$ cat config.mk
export PLATFORM = sky130hd
export DESIGN_NAME = alu_wb_buffer
export DESIGN_NICKNAME = d
export VERILOG_FILES = /design/src/rtl/alu_wb_buffer.sv
export SDC_FILE = /design/constraint.sdc
export NUM_CORES = 1
export LEC_CHECK = 0
export ABC_CLOCK_PERIOD_IN_PS = 1600
export BUFFER_PORTS_ARGS = -buffer_cell sky130_fd_sc_hd__buf_2
export CAP_MARGIN = 10
export CORE_MARGIN = 5
export CORE_UTILIZATION = 38
export CTS_CLUSTER_DIAMETER = 40
export CTS_CLUSTER_SIZE = 25
export DETAILED_ROUTE_END_ITERATION = 16
export GPL_TIMING_DRIVEN = 0
export PLACE_DENSITY = 0.75
export SYNTH_ARGS = -nofsm -noshare
export SYNTH_HDL_FRONTEND = slang
export SYNTH_SLANG_ARGS = --single-unit
$ cat constraint.sdc
create_clock -name clk -period 1.6 [get_ports clk]
set_input_delay 0.16 -clock clk [delete_from_list [all_inputs] [get_ports clk]]
set_output_delay 0.16 -clock clk [all_outputs]
set_load 0.02 [all_outputs]
$ cat src/rtl/alu_wb_buffer.sv
// alu_wb_buffer: execute-to-writeback skid buffer behind the 16-bit ALU.
// Holds up to two ALU results in order and hands them to register-file
// writeback over valid/ready. Owns the architectural status register.
// The flags are taken from an entry only when that entry retires.
// Optional feature macro: STICKY_OVF_EN makes sreg[11] a sticky overflow bit.
//
// Occupancy FSM
//   state    | meaning
//   ST_EMPTY | no entries, out_valid=0
//   ST_ONE   | entry 0 valid (head)
//   ST_FULL  | entries 0 and 1 valid, in_ready=0
module alu_wb_buffer #(
  parameter int DATA_W = 16,
  parameter int RD_W   = 3,
  parameter int DEPTH  = 2
) (
  input  logic              clk,
  input  logic              rst_n,
  input  logic              in_valid,
  output logic              in_ready,
  input  logic [DATA_W-1:0] in_result,
  input  logic [DATA_W-1:0] in_status,
  input  logic [RD_W-1:0]   in_rd,
  input  logic              in_wr_en,
  input  logic              in_setf,
  input  logic              flush,
  output logic              out_valid,
  input  logic              out_ready,
  output logic [DATA_W-1:0] out_data,
  output logic [RD_W-1:0]   out_rd,
  output logic              out_wr_en,
  output logic [DATA_W-1:0] sreg,
  input  logic              sov_clr
);

  typedef enum logic [1:0] {
    ST_EMPTY = 2'd0,
    ST_ONE   = 2'd1,
    ST_FULL  = 2'd2
  } occ_t;

  occ_t state_q, state_d;

  logic              push;
  logic              pop;
  logic              commit;
  logic              load0;
  logic              load1;
  logic              shift;
  logic              in_ready_q;

  // Only status[15:12] (Z,N,V,C) is stored; the low bits never reach sreg.
  logic [DATA_W-1:0] data0_q, data1_q;
  logic [RD_W-1:0]   rd0_q, rd1_q;
  logic              wr0_q, wr1_q;
  logic              setf0_q, setf1_q;
  logic [3:0]        flg0_q, flg1_q;

  logic [3:0]        flags_q;
  logic              sov_q;

  assign push      = in_valid & in_ready_q;
  assign pop       = out_valid & out_ready;
  // A flushed head is discarded, never retired.
  assign commit    = pop & ~flush;

  assign in_ready  = in_ready_q;
  assign out_valid = (state_q != ST_EMPTY);
  assign out_data  = data0_q;
  assign out_rd    = rd0_q;
  assign out_wr_en = wr0_q;
  assign sreg      = {flags_q, sov_q, {(DATA_W-5){1'b0}}};

  // Occupancy state and registered in_ready (no combinational path from out_ready).
  always_ff @(posedge clk or negedge rst_n) begin
    if (!rst_n) begin
      state_q    <= ST_EMPTY;
      in_ready_q <= 1'b1;
    end else begin
      state_q    <= state_d;
      in_ready_q <= (state_d != ST_FULL);
    end
  end

  // Next occupancy and which slot the incoming entry lands in.
  always_comb begin
    state_d = state_q;
    load0   = 1'b0;
    load1   = 1'b0;
    shift   = 1'b0;
    if (flush) begin
      state_d = ST_EMPTY;
    end else begin
      case (state_q)
        ST_EMPTY: begin
          if (push) begin
            state_d = ST_ONE;
            load0   = 1'b1;
          end
        end
        ST_ONE: begin
          if (push && pop) begin
            load0 = 1'b1;
          end else if (push) begin
            state_d = ST_FULL;
            load1   = 1'b1;
          end else if (pop) begin
            state_d = ST_EMPTY;
          end
        end
        ST_FULL: begin
          // in_ready is low here, so only a pop can change occupancy.
          if (pop) begin
            state_d = ST_ONE;
            shift   = 1'b1;
          end
        end
        default: begin
          state_d = ST_EMPTY;
        end
      endcase
    end
  end

  // Head slot: loaded from the ALU or refilled from slot 1 on a pop; holds otherwise.
  always_ff @(posedge clk or negedge rst_n) begin
    if (!rst_n) begin
      data0_q <= '0;
      rd0_q   <= '0;
      wr0_q   <= 1'b0;
      setf0_q <= 1'b0;
      flg0_q  <= '0;
    end else if (load0) begin
      data0_q <= in_result;
      rd0_q   <= in_rd;
      wr0_q   <= in_wr_en;
      setf0_q <= in_setf;
      flg0_q  <= in_status[DATA_W-1:DATA_W-4];
    end else if (shift) begin
      data0_q <= data1_q;
      rd0_q   <= rd1_q;
      wr0_q   <= wr1_q;
      setf0_q <= setf1_q;
      flg0_q  <= flg1_q;
    end
  end

  // Second slot: only written when the head is already occupied and not leaving.
  always_ff @(posedge clk or negedge rst_n) begin
    if (!rst_n) begin
      data1_q <= '0;
      rd1_q   <= '0;
      wr1_q   <= 1'b0;
      setf1_q <= 1'b0;
      flg1_q  <= '0;
    end else if (load1) begin
      data1_q <= in_result;
      rd1_q   <= in_rd;
      wr1_q   <= in_wr_en;
      setf1_q <= in_setf;
      flg1_q  <= in_status[DATA_W-1:DATA_W-4];
    end
  end

  // Architectural Z,N,V,C: updated only when a flag-setting entry retires.
  always_ff @(posedge clk or negedge rst_n) begin
    if (!rst_n) begin
      flags_q <= '0;
    end else if (commit && setf0_q) begin
      flags_q <= flg0_q;
    end
  end

`ifdef STICKY_OVF_EN
  // Sticky overflow: set by a retiring flag update with V=1; a same-edge clear loses.
  always_ff @(posedge clk or negedge rst_n) begin
    if (!rst_n) begin
      sov_q <= 1'b0;
    end else if (commit && setf0_q && flg0_q[1]) begin
      sov_q <= 1'b1;
    end else if (sov_clr) begin
      sov_q <= 1'b0;
    end
  end

  logic unused_bits;
  assign unused_bits = ^{in_status[DATA_W-5:0]};
`else
  assign sov_q = 1'b0;

  logic unused_bits;
  assign unused_bits = ^{in_status[DATA_W-5:0], sov_clr};
`endif

endmodule
==> flow_metrics.tcl, run 1 <==
set metrics [dict create \
    status "complete, no violations" \
    num_vias 1703 \
    synth_area_per_cell_um2 12.60 \
    final_common_cell "buf_2" \
    final_antenna_net_count 0 \
    fin_crit_ns 1.547 \
    numCtsBuffers 9 \
    routed_via_density 4.640 \
    seq_area_frac_synth 0.5665 \
    fin_crit_sh 0.9669 \
    synth_simple_gate_area_frac 0.07100 \
    max-slew-margin-rel 0.6128 \
    syn2layout_area_growth_pct 30.54 \
    dp_cells 344 \
    synth_top_family_by_area "multiplexers" \
    grt-ovfl-total 0 \
    cap_violations 0 \
    antenna_found_initial 0 \
    synthMuxAreaShare 0.2368 \
    finClkSkew_ns 0.008574 \
    cts_sinks 57 \
    grtUsageMet1 0.1621 \
    criticalPathCategory "register to register" \
    min_path_type "input pin to register" \
    die_height_um 91.44 \
    clk_latency_ns 0.33 \
    p_leak_nw 1.528 \
    dp_hpwl_um 3618 \
    hold_viol 0 \
    drcViolationCount 0 \
    synth-xor-area-share 0 \
    rows 29 \
    pwr_density_cell_mw_per_mm2 1396 \
    ios 81 \
    post_dp_cell_area_mm2 0.002959 \
    layout_common_cells "57 x buf_2, 56 x dfrtp_1, 29 x mux2_2" \
    final_design_area_no_fill_mm2 0.003289 \
    grt_pass1_wl_um 8562 \
    ys_ff_latch 57 \
    fin_util 0.5151 \
    initial_core_util 0.3946 \
    gp_congestion 0.6853 \
    drive_gt1_frac 0.4586 \
    grt_util_met2 0.1975 \
    rsz0062_at_grt "yes" \
    worst_pin_slew_ns 0.5808 \
    finalSetupViolCount 0 \
    portBuffers 55 \
    fmax_mhz 646.4 \
    synth-adder-area-share 0 \
    syn_inst 200 \
    cts_tree "built" \
    syn-cell-area_mm2 0.002520 \
    wirelength_um 5092 \
    nNetsFinal 328 \
    synth_cell_types 23 \
    grt_pass1_vias 1792 \
    final_max_slew_viol_count 0 \
    start_kind "register" \
    synth_compound_area_frac 0.05660 \
    max-vdd-ir-drop_uv 788.5 \
    power.total_w 0.004593 \
    htree_levels 3 \
    firstDrtPassIters 4 \
    fin_cells 367 \
    timing.final.ws_setup_ns 0.05302 \
    cp_data_required_time_ns 1.80 \
    end_kind "register" \
    coreArea_mm2 0.006386 \
    ys.warnings.count 0 \
    clk_path_buf_depth 2 \
    routedWlPerCell_um 13.87 \
    place_worst_setup_slack_ns -0.07700 \
    dieArea_mm2 0.008360 \
    clockRootBuffer "clkbuf_8" \
    grt_use_total 0.1315 \
    grt.met3_usage 0.06694 \
    antenna_cells 0 \
    clkTransAtPathRegs_ns 0.07 \
    crit_path_max_fanout 10 \
    die_x_um 91.44 \
    grt_max_degree 34 \
    cp.arrival_ns 1.75 \
    top_usage_layer "met2" \
    drtIter0Drc 49 \
]
## kinds of logic after synthesis
family                 after synthesis
buffers and inverters               24
and+or+nand+nor                     35
other                                1
DFF                                 57
muxes                               56
AOI/OAI and AO/OA                   27
## per-layer routing
metal	part of all wire	routed length [um]
met5	0	0
met4	0.0086	44
met3	0.076	385
met2	0.48	2435
met1	0.44	2227
## critical path: stages (launching register included)
cell and delay [ns]:
dfrtp_1 0.40, or3b_4 0.44, nor2_8 0.14, buf_12 0.16
mux2i_1 0.18, a21oi_1 0.08
## cells in the mapped netlist
cell type | count | area [um^2]
clkbuf_1 | 5 | 18.77
mux2i_1 | 27 | 270.3
nor2_1 | 27 | 101.4
nand3_2 | 1 | 10.01
dfrtp_1 | 56 | 1401
nor2_8 | 1 | 20.02
dfstp_2 | 1 | 26.28
mux2_2 | 29 | 326.6
buf_1 | 1 | 3.750
buf_2 | 2 | 10.01
and2_1 | 1 | 6.260
o21a_1 | 1 | 7.510
and4b_1 | 1 | 10.01
nand3b_1 | 1 | 7.510
inv_1 | 2 | 7.510
conb_1 | 1 | 3.750
nor2b_1 | 1 | 6.260
buf_4 | 12 | 90.09
buf_12 | 2 | 40.04
or3b_4 | 1 | 11.26
o22a_2 | 1 | 10.01
or2_2 | 1 | 6.260
a21oi_1 | 25 | 125.1
## report_power, final
group / switching, W / internal [W]
combinational: 0.000506 / 0.000457
sequential: 0.000181 / 0.00181
clock: 0.000562 / 0.00107
## stage by stage
stage               setup TNS (ns)  hold WS (ns)
floorplan                        0       -0.1356
global placement            -1.682        0.3612
detailed placement          -2.248        0.1959
CTS                      -0.001828       0.04801
global route               -0.3633       0.05329
finish                           0       0.06927
## path summary, 6_finish.rpt
check,startpoint,cells past startpoint,slack [ns],endpoint
min,in_status[13],2,0.07,flg1_q[1]
max reg2reg,state_q[0],5,0.05,out_data[7]
max in group asynchronous,rst_n,3,0.67,flg0_q[2]
min reg2reg,rd1_q[0],1,0.51,rd1_q[0]
max,state_q[0],5,0.05,out_data[7]
min in group asynchronous,rst_n,2,0.36,out_rd[2]
## layout make-up
cell class	instances	area [um^2]
sequential	57	1428
fill	595	3097
clock inverter	5	102.6
clock buffer	11	141.4
buffer	22	190.2
inverter	2	7.507
multi-input combinational	130	970.9
timing repair buffer	63	352.8
tap	77	96.34
## registers in the layout (all words and copies together) (netlist names)
name,count
setf1_q,1
flags_q,4
flg1_q,4
data1_q,16
flg0_q,4
state_q,2
rd1_q,3
out_rd,3
out_wr_en,1
out_data,16
in_ready,1
wr1_q,1
setf0_q,1
## timing repair
| item | 4_1_cts | 5_1_grt |
|---|---|---|
| gates resized for setup | 7 | 9 |
| endpoints found under the hold margin | 24 | 0 |
| buffers inserted | 2 | 3 |
| hold buffers | 2 | 0 |
| gates cloned | 0 | 0 |
| endpoints found under the setup margin | 44 | 44 |
| pin swaps | 2 | 1 |
Note: power is estimated with default switching activity, not from simulation.
==> run 2, diff against run 1 <==
--- a/config.mk
+++ b/config.mk
@@ -5,7 +5,7 @@
 export SDC_FILE = /design/constraint.sdc
 export NUM_CORES = 1
 export LEC_CHECK = 0
-export ABC_CLOCK_PERIOD_IN_PS = 1600
+export ABC_CLOCK_PERIOD_IN_PS = 1400
 export BUFFER_PORTS_ARGS = -buffer_cell sky130_fd_sc_hd__buf_2
 export CAP_MARGIN = 10
 export CORE_MARGIN = 5
==> constraint.sdc (replaced) <==
create_clock -name clk -period 1.4 [get_ports clk]
set_input_delay 0.14 -clock clk [delete_from_list [all_inputs] [get_ports clk]]
set_output_delay 0.14 -clock clk [all_outputs]
set_load 0.02 [all_outputs]
==> run 2 against run 1 <==
Against the previous run:
- the flow now finishes with violations (negative setup slack)
- critical endpoint is now out_data[10]
- cell count grew 0.82%
- via count up 2.2%
- largest power group unchanged
- count of clock-buffer cells in the layout unchanged
- worst hold slack got worse by 0.032 ns
==> flow_metrics.tcl, run 2 (synthesized netlist as in run 1, its figures left out) <==
set metrics [dict create \
    clk_path_buf_depth 2 \
    reg2reg_depth 5 \
    cap_violations 0 \
    cts_sinks 57 \
    initial_core_util 0.3946 \
    num_vias 1740 \
    min_path_type "input pin to register" \
    layout.area.seq_mm2 0.001428 \
    criticalPathCategory "register to register" \
    grt_pass1_vias 1895 \
    fin_cells 370 \
    pwr_density_cell_mw_per_mm2 1620 \
    routed_via_density 4.703 \
    ios 81 \
    drcViolationCount 0 \
    nNetsFinal 331 \
    fin_crit_ns 1.591 \
    violations "negative setup slack" \
    numCtsBuffers 9 \
    grt-ovfl-total 0 \
    timing.final.ws_setup_ns -0.1907 \
    clockRootBuffer "clkbuf_8" \
    finalSetupViolCount 30 \
    grt_pass1_wl_um 9487 \
    dieArea_mm2 0.008360 \
    die_height_um 91.44 \
    dp_cells 344 \
    grt_max_degree 31 \
    cts_tree "built" \
    wirelength_um 5722 \
    clkTransAtPathRegs_ns 0.06 \
    routedWlPerCell_um 15.46 \
    portBuffers 55 \
    max-slew-margin-rel 0.5721 \
    crit_path_max_fanout 5 \
    p_leak_nw 1.608 \
    die_x_um 91.44 \
    rows 29 \
    drive_gt1_frac 0.4846 \
    power.total_w 0.005549 \
    status "complete, but fails checks" \
    antenna_found_initial 0 \
    place_worst_setup_slack_ns -0.3249 \
    final_antenna_net_count 0 \
    multi_input_area_um2 999.7 \
    hold_viol 0 \
    dp_hpwl_um 3849 \
    antenna_cells 0 \
    layout_common_cells "56 x buf_2, 56 x dfrtp_1, 27 x mux2i_1" \
    finClkSkew_ns 0.006432 \
    grt_use_total 0.1457 \
    gp_congestion 0.7332 \
    firstDrtPassIters 4 \
    drtIter0Drc 86 \
    cp.arrival_ns 1.80 \
    end_kind "register" \
    start_kind "register" \
    fmax_mhz 628.6 \
    fin_crit_sh 1.136 \
    final_max_slew_viol_count 0 \
    clk_latency_ns 0.33 \
    worst_pin_slew_ns 0.6418 \
    max-vdd-ir-drop_uv 1009 \
    cp_data_required_time_ns 1.61 \
    fill_cells 573 \
    htree_levels 3 \
    whs_path_depth 2 \
    rsz0062_at_grt "yes" \
    syn2layout_area_growth_pct 35.90 \
    coreArea_mm2 0.006386 \
]
==> run 2: stage by stage <==
| stage | setup TNS [ns] | hold WS [ns] | util | area, um^2 |
|---|---|---|---|---|
| final | -4.134 | 0.03708 | 0.5362 | 3425 |
| after global routing | -6.062 | 0.03594 | 0.5362 | 3425 |
| after CTS | -7.227 | 0.0005378 | 0.5355 | 3420 |
| after detailed placement | -9.484 | 0.1977 | 0.4687 | 2993 |
| after global placement | -8.474 | 0.3419 | 0.4655 | 2973 |
| after floorplan | -4.246 | -0.1556 | - | 2601 |
==> run 2: power by group <==
| group | switching (W) | leakage (nW) | internal [W] |
|---|---|---|---|
| clock network | 0.000657 | 0.140 | 0.00146 |
| logic | 0.000596 | 0.803 | 0.000556 |
| registers | 0.000212 | 0.666 | 0.00207 |
| total | 0.00146 | 1.61 | 0.00408 |
==> run 2: metal layers <==
layer	GRT usage	up-vias	part of all wire
met1	0.1810	847	0.45
met3	0.05289	8	0.060
met4	0.05501	0	0.014
met2	0.2315	45	0.48
li1	-	840	-
met5	0	-	0
==> run 2: worst max-delay path: stages (launching register included) <==
cell and delay, ns:
dfrtp_1 0.40, or3b_4 0.42, nor2_8 0.18, clkbuf_16 0.18, mux2i_1 0.20, a21oi_1 0.08
==> run 2: path summary, 6_finish.rpt <==
check | from | end | slack [ns]
max reg2reg | state_q[0] | out_data[10] | -0.19
max in group asynchronous | rst_n | flg1_q[0] | 0.45
min in group asynchronous | rst_n | out_data[2] | 0.37
min reg2reg | flags_q[2] | flags_q[2] | 0.50
max | state_q[0] | out_data[10] | -0.19
min | flush | state_q[0] | 0.04
==> run 2: repair_timing <==
item	in CTS	in global routing
pin swaps	2	13
gates cloned	2	1
resized for setup	13	13
hold buffers	1	0
setup endpoints to repair	46	58
setup buffers	8	3
hold endpoints to repair	26	0
==> run 2: layout make-up <==
type	instances	area share
Clock inverter	5	0.03654
Tap cell	77	0.02813
Buffer	19	0.04859
Multi-Input combinational cell	130	0.2919
Clock buffer	11	0.04421
Sequential cell	57	0.4169
Inverter	2	0.002192
Timing Repair Buffer	69	0.1315
==> run 3, diff against run 2 <==
--- a/config.mk
+++ b/config.mk
@@ -15,6 +15,8 @@
 export DETAILED_ROUTE_END_ITERATION = 16
 export GPL_TIMING_DRIVEN = 0
 export PLACE_DENSITY = 0.75
+export REMOVE_ABC_BUFFERS = 1
+export SLEW_MARGIN = 10
 export SYNTH_ARGS = -nofsm -noshare
 export SYNTH_HDL_FRONTEND = slang
 export SYNTH_SLANG_ARGS = --single-unit
==> run 3 against run 2 <==
Against the previous run:
- the run still ends with negative setup slack left
- setup slack better by 0.016 ns
- count of clock-buffer cells in the layout is 2 higher
- clock power is 38% lower
- via count is 4.4% lower
- critical path type unchanged
- wire length is 8.1% lower
==> flow_metrics.tcl, run 3 (synthesized netlist as in run 1, its figures left out) <==
set metrics [dict create \
    status "complete, but fails checks" \
    violations "negative setup slack" \
    wirelength_um 5257 \
    final_max_slew_viol_count 0 \
    portBuffers 55 \
    clkTransAtPathRegs_ns 0.06 \
    hold_ws_ns 0.02927 \
    clk_path_buf_depth 2 \
    numCtsBuffers 9 \
    routed_via_density 4.741 \
    cp_top_family "simple AND/OR/NAND/NOR gates" \
    final_antenna_net_count 0 \
    num_vias 1664 \
    power.total_w 0.004695 \
    rsz0062_at_grt "yes" \
    clockRootBuffer "clkbuf_8" \
    tns_ns -5.954 \
    max_stage_delay_ns 0.46 \
    final_common_cell "dfrtp_1" \
    end_kind "register" \
    criticalPathCategory "register to register" \
    top_usage_layer "met2" \
    finalSetupViolCount 54 \
    layout_common_cells "56 x dfrtp_1, 53 x buf_2, 28 x mux2_2" \
    critPathBufInv 1 \
    grt-ovfl-total 0 \
    reg2reg_from "state_q[1]" \
    ios 81 \
    cts_tree "built" \
    die_height_um 91.44 \
    hold_viol 0 \
    cp_data_required_time_ns 1.59 \
    fill_cells 588 \
    timing.rr.end "flg0_q[2]" \
    hold_end "state_q[0]" \
    critPathSlowestCell "or3b_4" \
    syn2layout_area_growth_pct 26.12 \
    grtUsageMet1 0.1719 \
    grt_use_total 0.1355 \
    grt_pass1_vias 1752 \
    min_from "flush" \
    start_kind "register" \
    initial_core_util 0.3946 \
    cts_sinks 57 \
    finClkSkew_ns 0.004716 \
    antenna_cells 0 \
    firstDrtPassIters 4 \
    coreArea_mm2 0.006386 \
    nNetsFinal 315 \
    grt_pass1_wl_um 8921 \
    dieArea_mm2 0.008360 \
    dp_cells 323 \
    r2r_setup_slack_ns -0.17 \
    rows 29 \
    cap_violations 0 \
    grt_util_met2 0.2100 \
    fin_crit_sh 1.125 \
    layout.area.seq_mm2 0.001428 \
    drtIter0Drc 44 \
    p_leak_nw 1.439 \
    gp_congestion 0.6680 \
    whs_path_depth 2 \
    min_path_type "input pin to register" \
    fin_cells 351 \
    dp_hpwl_um 3113 \
    grt_max_degree 58 \
    worst_pin_slew_ns 0.7026 \
    fin_crit_ns 1.574 \
    timing.final.ws_setup_ns -0.1743 \
    pwr_density_cell_mw_per_mm2 1477 \
    drive_gt1_frac 0.4453 \
    reg2reg_depth 5 \
    die_x_um 91.44 \
    clk_latency_ns 0.31 \
    path_cells "or3b_4, nor2_8, buf_4, mux2i_1, a21oi_1" \
    cp.arrival_ns 1.77 \
    max-vdd-ir-drop_uv 745.8 \
    htree_levels 3 \
    routedWlPerCell_um 14.98 \
    grt.met3_usage 0.04628 \
    antenna_found_initial 0 \
    fmax_mhz 635.2 \
    multi_input_area_mm2 0.001018 \
    drcViolationCount 0 \
    max-slew-margin-rel 0.5316 \
    crit_path_max_fanout 4 \
]
run 3: cell types whose count changed in the layout (fill, tap and decap cells not counted), moves of 2 or more:
cell	change
buf_8	+2
mux2_2	+3
buf_4	-9
mux2_4	-3
buf_6	-3
buf_2	-3
bufinv_16	-4
run 3: power breakdown:
group / total (W) / internal [W] / switching [W]
Sequential: 0.00228 / 0.00207 / 0.000206
Combinational: 0.00110 / 0.000518 / 0.000584
Clock: 0.00131 / 0.000759 / 0.000555
Total: 0.00469 / 0.00335 / 0.00135
run 3: final cells by class:
class / instances / share of cell area
Sequential cell: 57 / 0.4492
Multi-Input combinational cell: 132 / 0.3205
Timing Repair Buffer: 70 / 0.1445
Clock buffer: 13 / 0.05315
Tap cell: 77 / 0.03031
Inverter: 2 / 0.002362
run 3: layer usage:
| layer | wire, um | up-vias | share of wire |
|---|---|---|---|
| met5 | 0 | - | 0 |
| met4 | 20 | 0 | 0.0038 |
| met3 | 283 | 4 | 0.054 |
| met2 | 2601 | 46 | 0.49 |
| met1 | 2352 | 806 | 0.45 |
| li1 | - | 808 | - |
run 3: metrics by stage:
step,setup slack (ns),cell area [um^2],utilization
CTS,-0.1621,3156,0.4941
global placement,-1.231,2770,0.4338
global route,-0.2401,3178,0.4976
finish,-0.1743,3178,0.4976
detailed placement,-0.5757,2800,0.4385
floorplan,-0.7576,2399,-
run 3: how the worst max path moves through the flow:
stage               slack (ns)        from  cells after the start      endpoint
CTS                      -0.16  state_q[1]                      5   out_data[7]
detailed placement       -0.58    in_ready                      3   data1_q[13]
global placement         -1.23    in_ready                      4  out_data[13]
global route             -0.24  state_q[1]                      5   out_data[0]
floorplan                -0.76    in_ready                      4     flg0_q[0]
finish                   -0.17  state_q[1]                      5     flg0_q[2]
run 3: what timing repair did:
action / in CTS / in global routing
gates cloned: 2 / 0
resized for setup: 10 / 3
hold endpoints to repair: 0 / 56
pin swaps: 17 / 2
hold buffers: 0 / 1
setup endpoints to repair: 54 / 56
setup buffers: 12 / 0
